File: config.mk
export PLATFORM = sky130hd
export DESIGN_NAME = serial_subtractor
export DESIGN_NICKNAME = d
export VERILOG_FILES = /design/src/rtl/serial_subtractor.sv
export SDC_FILE = /design/constraint.sdc
export NUM_CORES = 1
export LEC_CHECK = 0
export BUFFER_PORTS_ARGS = -buffer_cell sky130_fd_sc_hd__buf_2
export CAP_MARGIN = 20
export CORE_MARGIN = 2
export CORE_UTILIZATION = 45
export DETAILED_ROUTE_END_ITERATION = 6
export PLACE_DENSITY = 0.67
export SLEW_MARGIN = 15
export SYNTH_ARGS = -nofsm -noshare
export SYNTH_HDL_FRONTEND = slang
export SYNTH_SLANG_ARGS = --single-unit
File: constraint.sdc
create_clock -name clk -period 5.1 [get_ports clk]
set_clock_uncertainty 0.15 [all_clocks]
set_input_delay 0 -clock clk [delete_from_list [all_inputs] [get_ports clk]]
set_output_delay 0 -clock clk [all_outputs]
set_load 0.1 [all_outputs]
File: src/rtl/serial_subtractor.sv
// serial_subtractor
//   Bit-serial subtractor computing diff = a - b - bin over WIDTH bits using a
//   single full-subtractor cell, LSB first, one bit per clock. Also reports
//   the final borrow and signed two's-complement overflow.
//
// Ports
//   clk      rising-edge clock
//   rst      asynchronous, active-high reset
//   start    operation request; accepted in IDLE or DONE
//   a, b     minuend / subtrahend, sampled on the accepting edge
//   bin      borrow-in, sampled on the accepting edge
//   busy     high while bits are being processed
//   done     one-cycle pulse; diff/borrow/overflow valid
//   diff     a - b - bin modulo 2^WIDTH
//   borrow   final borrow-out (unsigned a < b + bin)
//   overflow signed overflow of the subtraction
module serial_subtractor #(
  parameter  int unsigned WIDTH = 8,
  localparam int unsigned CNT_W = $clog2(WIDTH + 1)
) (
  input  logic             clk,
  input  logic             rst,
  input  logic             start,
  input  logic [WIDTH-1:0] a,
  input  logic [WIDTH-1:0] b,
  input  logic             bin,
  output logic             busy,
  output logic             done,
  output logic [WIDTH-1:0] diff,
  output logic             borrow,
  output logic             overflow
);

  typedef enum logic [1:0] {
    IDLE = 2'd0,
    RUN  = 2'd1,
    DONE = 2'd2
  } state_t;

  state_t           state;
  state_t           state_nxt;

  logic [WIDTH-1:0] a_sh;
  logic [WIDTH-1:0] b_sh;
  logic [WIDTH-1:0] res_sh;
  logic             a_msb;
  logic             b_msb;
  logic             br;
  logic [CNT_W-1:0] cnt;

  logic             accept;
  logic             last;
  logic             bit_x;
  logic             bit_y;
  logic             bit_d;
  logic             br_nxt;
  logic             ovf_nxt;
  logic             busy_nxt;
  logic [WIDTH-1:0] res_nxt;

  // State register
  always_ff @(posedge clk or posedge rst) begin
    if (rst) begin
      state <= IDLE;
    end else begin
      state <= state_nxt;
    end
  end

  // Next-state logic
  always_comb begin
    state_nxt = state;
    unique case (state)
      IDLE: begin
        if (start) state_nxt = RUN;
      end
      RUN: begin
        if (cnt == CNT_W'(WIDTH - 1)) state_nxt = DONE;
      end
      DONE: begin
        // A start seen while done is pulsing is taken as a fresh request.
        state_nxt = start ? RUN : IDLE;
      end
      default: state_nxt = IDLE;
    endcase
  end

  // Full-subtractor cell and control decode
  always_comb begin
    accept   = start && (state != RUN);
    last     = (state == RUN) && (cnt == CNT_W'(WIDTH - 1));
    bit_x    = a_sh[0];
    bit_y    = b_sh[0];
    bit_d    = bit_x ^ bit_y ^ br;
    br_nxt   = (~bit_x & bit_y) | (~(bit_x ^ bit_y) & br);
    // busy lags entry to RUN by one edge and drops on the edge that
    // processes the final bit, so it is a clean registered flag.
    busy_nxt = (state == RUN) && !last;
    ovf_nxt  = (a_msb != b_msb) && (res_nxt[WIDTH-1] != a_msb);
  end

  // Result bits enter from the MSB side so the word is aligned after WIDTH shifts.
  if (WIDTH == 1) begin : g_res_w1
    assign res_nxt = bit_d;
  end else begin : g_res_wn
    assign res_nxt = {bit_d, res_sh[WIDTH-1:1]};
  end

  // Datapath and registered outputs
  always_ff @(posedge clk or posedge rst) begin
    if (rst) begin
      a_sh     <= '0;
      b_sh     <= '0;
      res_sh   <= '0;
      a_msb    <= 1'b0;
      b_msb    <= 1'b0;
      br       <= 1'b0;
      cnt      <= '0;
      busy     <= 1'b0;
      done     <= 1'b0;
      diff     <= '0;
      borrow   <= 1'b0;
      overflow <= 1'b0;
    end else begin
      busy <= busy_nxt;
      done <= last;
      if (accept) begin
        a_sh   <= a;
        b_sh   <= b;
        br     <= bin;
        a_msb  <= a[WIDTH-1];
        b_msb  <= b[WIDTH-1];
        res_sh <= '0;
        cnt    <= '0;
      end else if (state == RUN) begin
        a_sh   <= a_sh >> 1;
        b_sh   <= b_sh >> 1;
        br     <= br_nxt;
        res_sh <= res_nxt;
        cnt    <= cnt + CNT_W'(1);
      end
      if (last) begin
        diff     <= res_nxt;
        borrow   <= br_nxt;
        overflow <= ovf_nxt;
      end
    end
  end

endmodule

== After elaboration in Yosys (flattened, before gate mapping) ==
Cells that the tools add are included.

* Add/subtract/negate cells: 1
* Bitwise logic cells: 7
* Multiplexer cells: 14
* Reductions and logical operators: 8
* Eq/ne operators: 8

{| class="wikitable"
|+ Operators by type and width
! kind !! number
|-
| 8-bit 2-to-1 mux || 6
|-
| 4-bit 2-to-1 mux || 2
|-
| 2-bit one-hot mux with 3 select lines || 1
|-
| 4-bit by 1-bit adder with 4-bit output, second input constant || 1
|-
| 4-bit by 3-bit equality test with 1-bit output, second input constant || 1
|-
| 1-bit logical AND || 4
|-
| 2-bit 2-to-1 mux || 2
|-
| 2-bit by 1-bit inequality test with 1-bit output, second input constant || 2
|-
| 1-bit 2-to-1 mux || 3
|-
| 1-bit bitwise AND || 2
|-
| 2-bit by 1-bit equality test with 1-bit output, second input constant || 1
|-
| 2-bit equality test, second input constant || 1
|-
| 2-bit zero test || 1
|-
| 1-bit inequality test || 2
|-
| 2-bit inequality test, second input constant || 1
|-
| 1-bit NOT || 2
|-
| 2-bit AND reduction || 1
|-
| 2-bit nonzero test || 1
|-
| 1-bit bitwise XOR || 2
|-
| 1-bit zero test || 1
|-
| 1-bit bitwise OR || 1
|}

* Output and inout bits: 12
* Input port bits: 20
* Register bits after elaboration: 45

== Logic depth before layout (Yosys ltp) ==
* Word-level depth: 6
* Mapped depth: 6
* Depth with buffers taken out: 5

== Least setup slack after synthesis ==
No wires, ideal clock.

* Path type: flip-flop to flip-flop
* Start point: reg a_sh[0]
* End point: reg overflow
* Cell stages (with the launch flop): 5
* Setup time: 126 ps
* Arrival time: 1,360 ps
* Required time: 4,824 ps
* Path buffers: 0
* Period minus slack after synthesis: 1,636 ps
* Slack: 3,464 ps
* Path through: dfrtp_1 fa_1 nand2b_1 o21ai_0 mux2_4

* Cells in the longest elaborated chain, start to end: 4

{| class="wikitable"
|+ RTL lines
! element !! RTL line !! RTL
|-
| start, declared || 43 || <nowiki>logic [WIDTH-1:0] a_sh;</nowiki>
|-
| start signal, assigned || 136 || <nowiki>a_sh <= a_sh >> 1;</nowiki>
|-
| 1-bit bitwise XOR (2 in a row) || 94 || <nowiki>bit_d = bit_x ^ bit_y ^ br;</nowiki>
|-
| net bit_d || 55 || <nowiki>logic bit_d;</nowiki>
|-
| 1-bit inequality test || 99 || <nowiki>ovf_nxt = (a_msb != b_msb) && (res_nxt[WIDTH-1] != a_msb);</nowiki>
|-
| 1-bit logical AND || 99 ||
|-
| end signal, assigned || 145 || <nowiki>overflow <= ovf_nxt;</nowiki>
|-
| end, declared || 31 || <nowiki>output logic overflow</nowiki>
|}

The timed path passes the listed nets, and every way through them passes these cells.
A chain may end at the register's enable or synchronous reset.

== Worst setup path after layout ==
* Start point: reg state[0]
* End point: reg cnt[2]

* Cells in the longest elaborated chain, start to end: 3
* Elaborated cells on any way between the ends: 5

{| class="wikitable"
|+ RTL lines
! element !! RTL line !! RTL
|-
| start, declared || 40 || <nowiki>state_t state;</nowiki>
|-
| start signal, assigned || 66 || <nowiki>state <= state_nxt;</nowiki>
|-
| 2-bit by 1-bit inequality test with 1-bit output || 90 || <nowiki>accept = start && (state != RUN);</nowiki>
|-
| 1-bit logical AND || 90 ||
|-
| 4-bit 2-to-1 mux / 2-bit nonzero test (equally long branches) || - ||
|-
| end signal, assigned || 140 || <nowiki>cnt <= cnt + CNT_W'(1);</nowiki>
|-
| end, declared || 49 || <nowiki>logic [CNT_W-1:0] cnt;</nowiki>
|}

Parallel ways exist; a longest one is shown, timed or not.

==> results.yml <==
clock_network:
  cts_max_path_buffers: 2
  cts_resized: 0
  ctsRootBufferMaster: "clkbuf_8"
  clock_latency_ns: 0.29
  htreeDepth: 2
  cts_setup_buffers: 0
  cts_tree: "yes"
  clk_pin_slew_ns: 0.08
  clock-sinks: 44
  cts_made_buffers: 5
  cts-hold-fix-buffers: 18
power_and_ir_drop:
  power.density_mw_per_mm2: 652
  finalPower_uw: 1560
  p_leak_uw: 0.00118
  vdd_ir_drop_max_uv: 228
floorplanning:
  initial_core_util_pct: 47.5
  io_pins: 32
  die_area_mm2: 0.00485
  dieWidth_um: 69.7
  core_area_mm2: 0.00409
  fp-row-count: 23
  die_y_um: 69.7
placed_design:
  place.detailed.hpwl_mm: 2.35
  io_buffers: 31
  place.gp.congestion: 0.759
timing:
  rsz0062_at_grt: "no"
  whs_ns: 0.164
  worstMarginPinSlew_ns: 0.584
  timing.setup.tns_ns: 0
  min_period_over_period_pct: 38.4
  fin_crit_ns: 1.96
  hold_viol: 0
  max_freq_mhz: 511
  max-slew-margin-rel_pct: 61.0
  slew_violations: 0
  setup_viol: 0
layout:
  nets: 237
  fill_cells: 348
  synthToLayoutAreaGrowth_pct: 23.1
  n_antenna_cell: 0
  drive_gt1_share_pct: 24.5
setup_path:
  start_kind: "flop"
  crit_arrival_ns: 2.02
  end_kind: "flop"
  crit_required_ns: 5.17
  r2r_cells: 4
  crit_type: "reg2reg"
  path_max_fanout: 37
detailed_routing:
  first_pass_iters: 4
  via_per_inst: 5.11
  post-route-drc-count: 0
  ant_nets: 0
  vias: 1359
  wl_mm: 3.55
  dr.first_iter.drc_count: 54
  wl_per_cell_um: 13.4
yosys:
  syn_area_mm2: 0.00194
  synth_nets: 188
  synth.distinct_cells: 30
  yosysTopAreaCell: "dfrtp_1"
  syn_avg_cell_area_um2: 11.7
  synth_edf_count: 0
  yosys_warnings: 0
  postSynth.asyncResetShare_pct: 100
  netlist.area_leader.share_pct: 56.7
  yosys-top-cells-count: "44 x dfrtp_1, 33 x nand2_1, 17 x mux2i_1"
  synthCells: 166
  synth-main-ff-cell: "dfrtp_1"
  ys_seq_area_share_pct: 56.7
  ys_ff_latch: 44
  synthTopCellsByArea: "dfrtp_1 57%, mux2i_1 8.8%, mux2_4 7.0%"
  yosysMostFrequentCell: "dfrtp_1"
hold_path:
  hp-class: "in2reg"
  min_path_cells: 3
global_route:
  antenna_found_initial: 0
  grt_start_max_net_pins: 45
  grt_pass1_vias: 1359
  gr-total-overflow: 0
  grt_pass1_wl_mm: 6.07
  grt_use_total_pct: 15.9
run_status:
  outcome: "completed"
job:
  drv_cap: 0
[placed cells by master, fill, tap and decap left out, drive strengths merged]
cell	Yosys	routed
mux2i	17	17
ha	1	1
dfrtp	44	44
o211a	1	1
mux2	12	12
fa	1	1
nand3	2	2
clkinv	1	2
o22a	1	1
buf	8	33
inv	3	2
and2	1	1
nand2b	2	2
a31oi	1	1
dlygate4sd3	0	18
clkbuf	1	8
a21oi	1	1
o31ai	1	1
nand2	33	33
nand3b	2	2
o21bai	1	1
nor2b	1	1
nor2	5	5
o21ai	26	26
[routing by layer]
layer  vias to the layer above  track usage, %  routed length, um
li1                        659               -                  -
met1                       663            19.4               1620
met2                        32            26.5               1760
met3                         5            4.51                131
met4                         0            6.41                 47
met5                         -               0                  0
[power breakdown]
group	total (uW)	switching, uW	internal, uW	leakage, uW
sequential	596	96.6	499	0.000556
clock	219	109	110	0.0000455
combinational	743	522	221	0.000578
[layout make-up]
class	count	area, um2	share of cell area, %
sequential	44	1100	46.1
multi-input combinational	109	771	32.3
timing repair buffer	51	350	14.7
clock buffer	8	90.1	3.77
tap	50	62.6	2.62
inverter	4	15.0	0.628
[worst max-delay path: stages (launching register included)]
cell     delay, ns
dfrtp_1       0.37
nor2b_2       0.45
buf_4         0.42
mux2_1        0.36
mux2i_1       0.14
[registers in the layout (all words and copies together) (netlist names), 2 cells and up]
signal and flops:
b_sh 8, diff 8, a_sh 8, res_sh 7
state 2, cnt 4
[worst paths after layout]
kind / end / slack [ns] / from
setup / recovery: cnt[2]$_DFFE_PP0P_ / 3.14 / state[0]$_DFFE_PP0P_
max in group asynchronous: a_sh[6]$_DFFE_PP0P_ / 4.21 / rst
hold / removal: a_sh[7]$_DFFE_PP0P_ / 0.16 / start
hold reg to reg: state[0]$_DFFE_PP0P_ / 0.33 / state[0]$_DFFE_PP0P_
setup reg to reg: cnt[2]$_DFFE_PP0P_ / 3.14 / state[0]$_DFFE_PP0P_
min in group asynchronous: overflow$_DFFE_PP0P_ / 0.22 / rst
[cell families (layout without fill, tap and decap cells)]
kind of cell | count (synthesis) | after routing | share of synthesized area [%]
fa+ha+maj | 2 | 2 | 1.68
flops | 44 | 44 | 56.7
mux | 29 | 29 | 17.5
simple gates | 46 | 46 | 11.4
buf+inv | 13 | 63 | 3.67
compound gates | 32 | 32 | 9.03
[stage by stage]
stage                     cell area [um2]  utilization [%]  setup WS, ns  instances
after floorplan                      1940                -          3.46        166
after global placement               2120             51.9          3.24        240
after detailed placement             2120             51.9          3.14        240
after CTS                            2390             58.5          3.13        266
after global routing                 2390             58.5          2.94        266
final                                2390             58.5          3.14        266
Power figures use the tool's default switching activity.
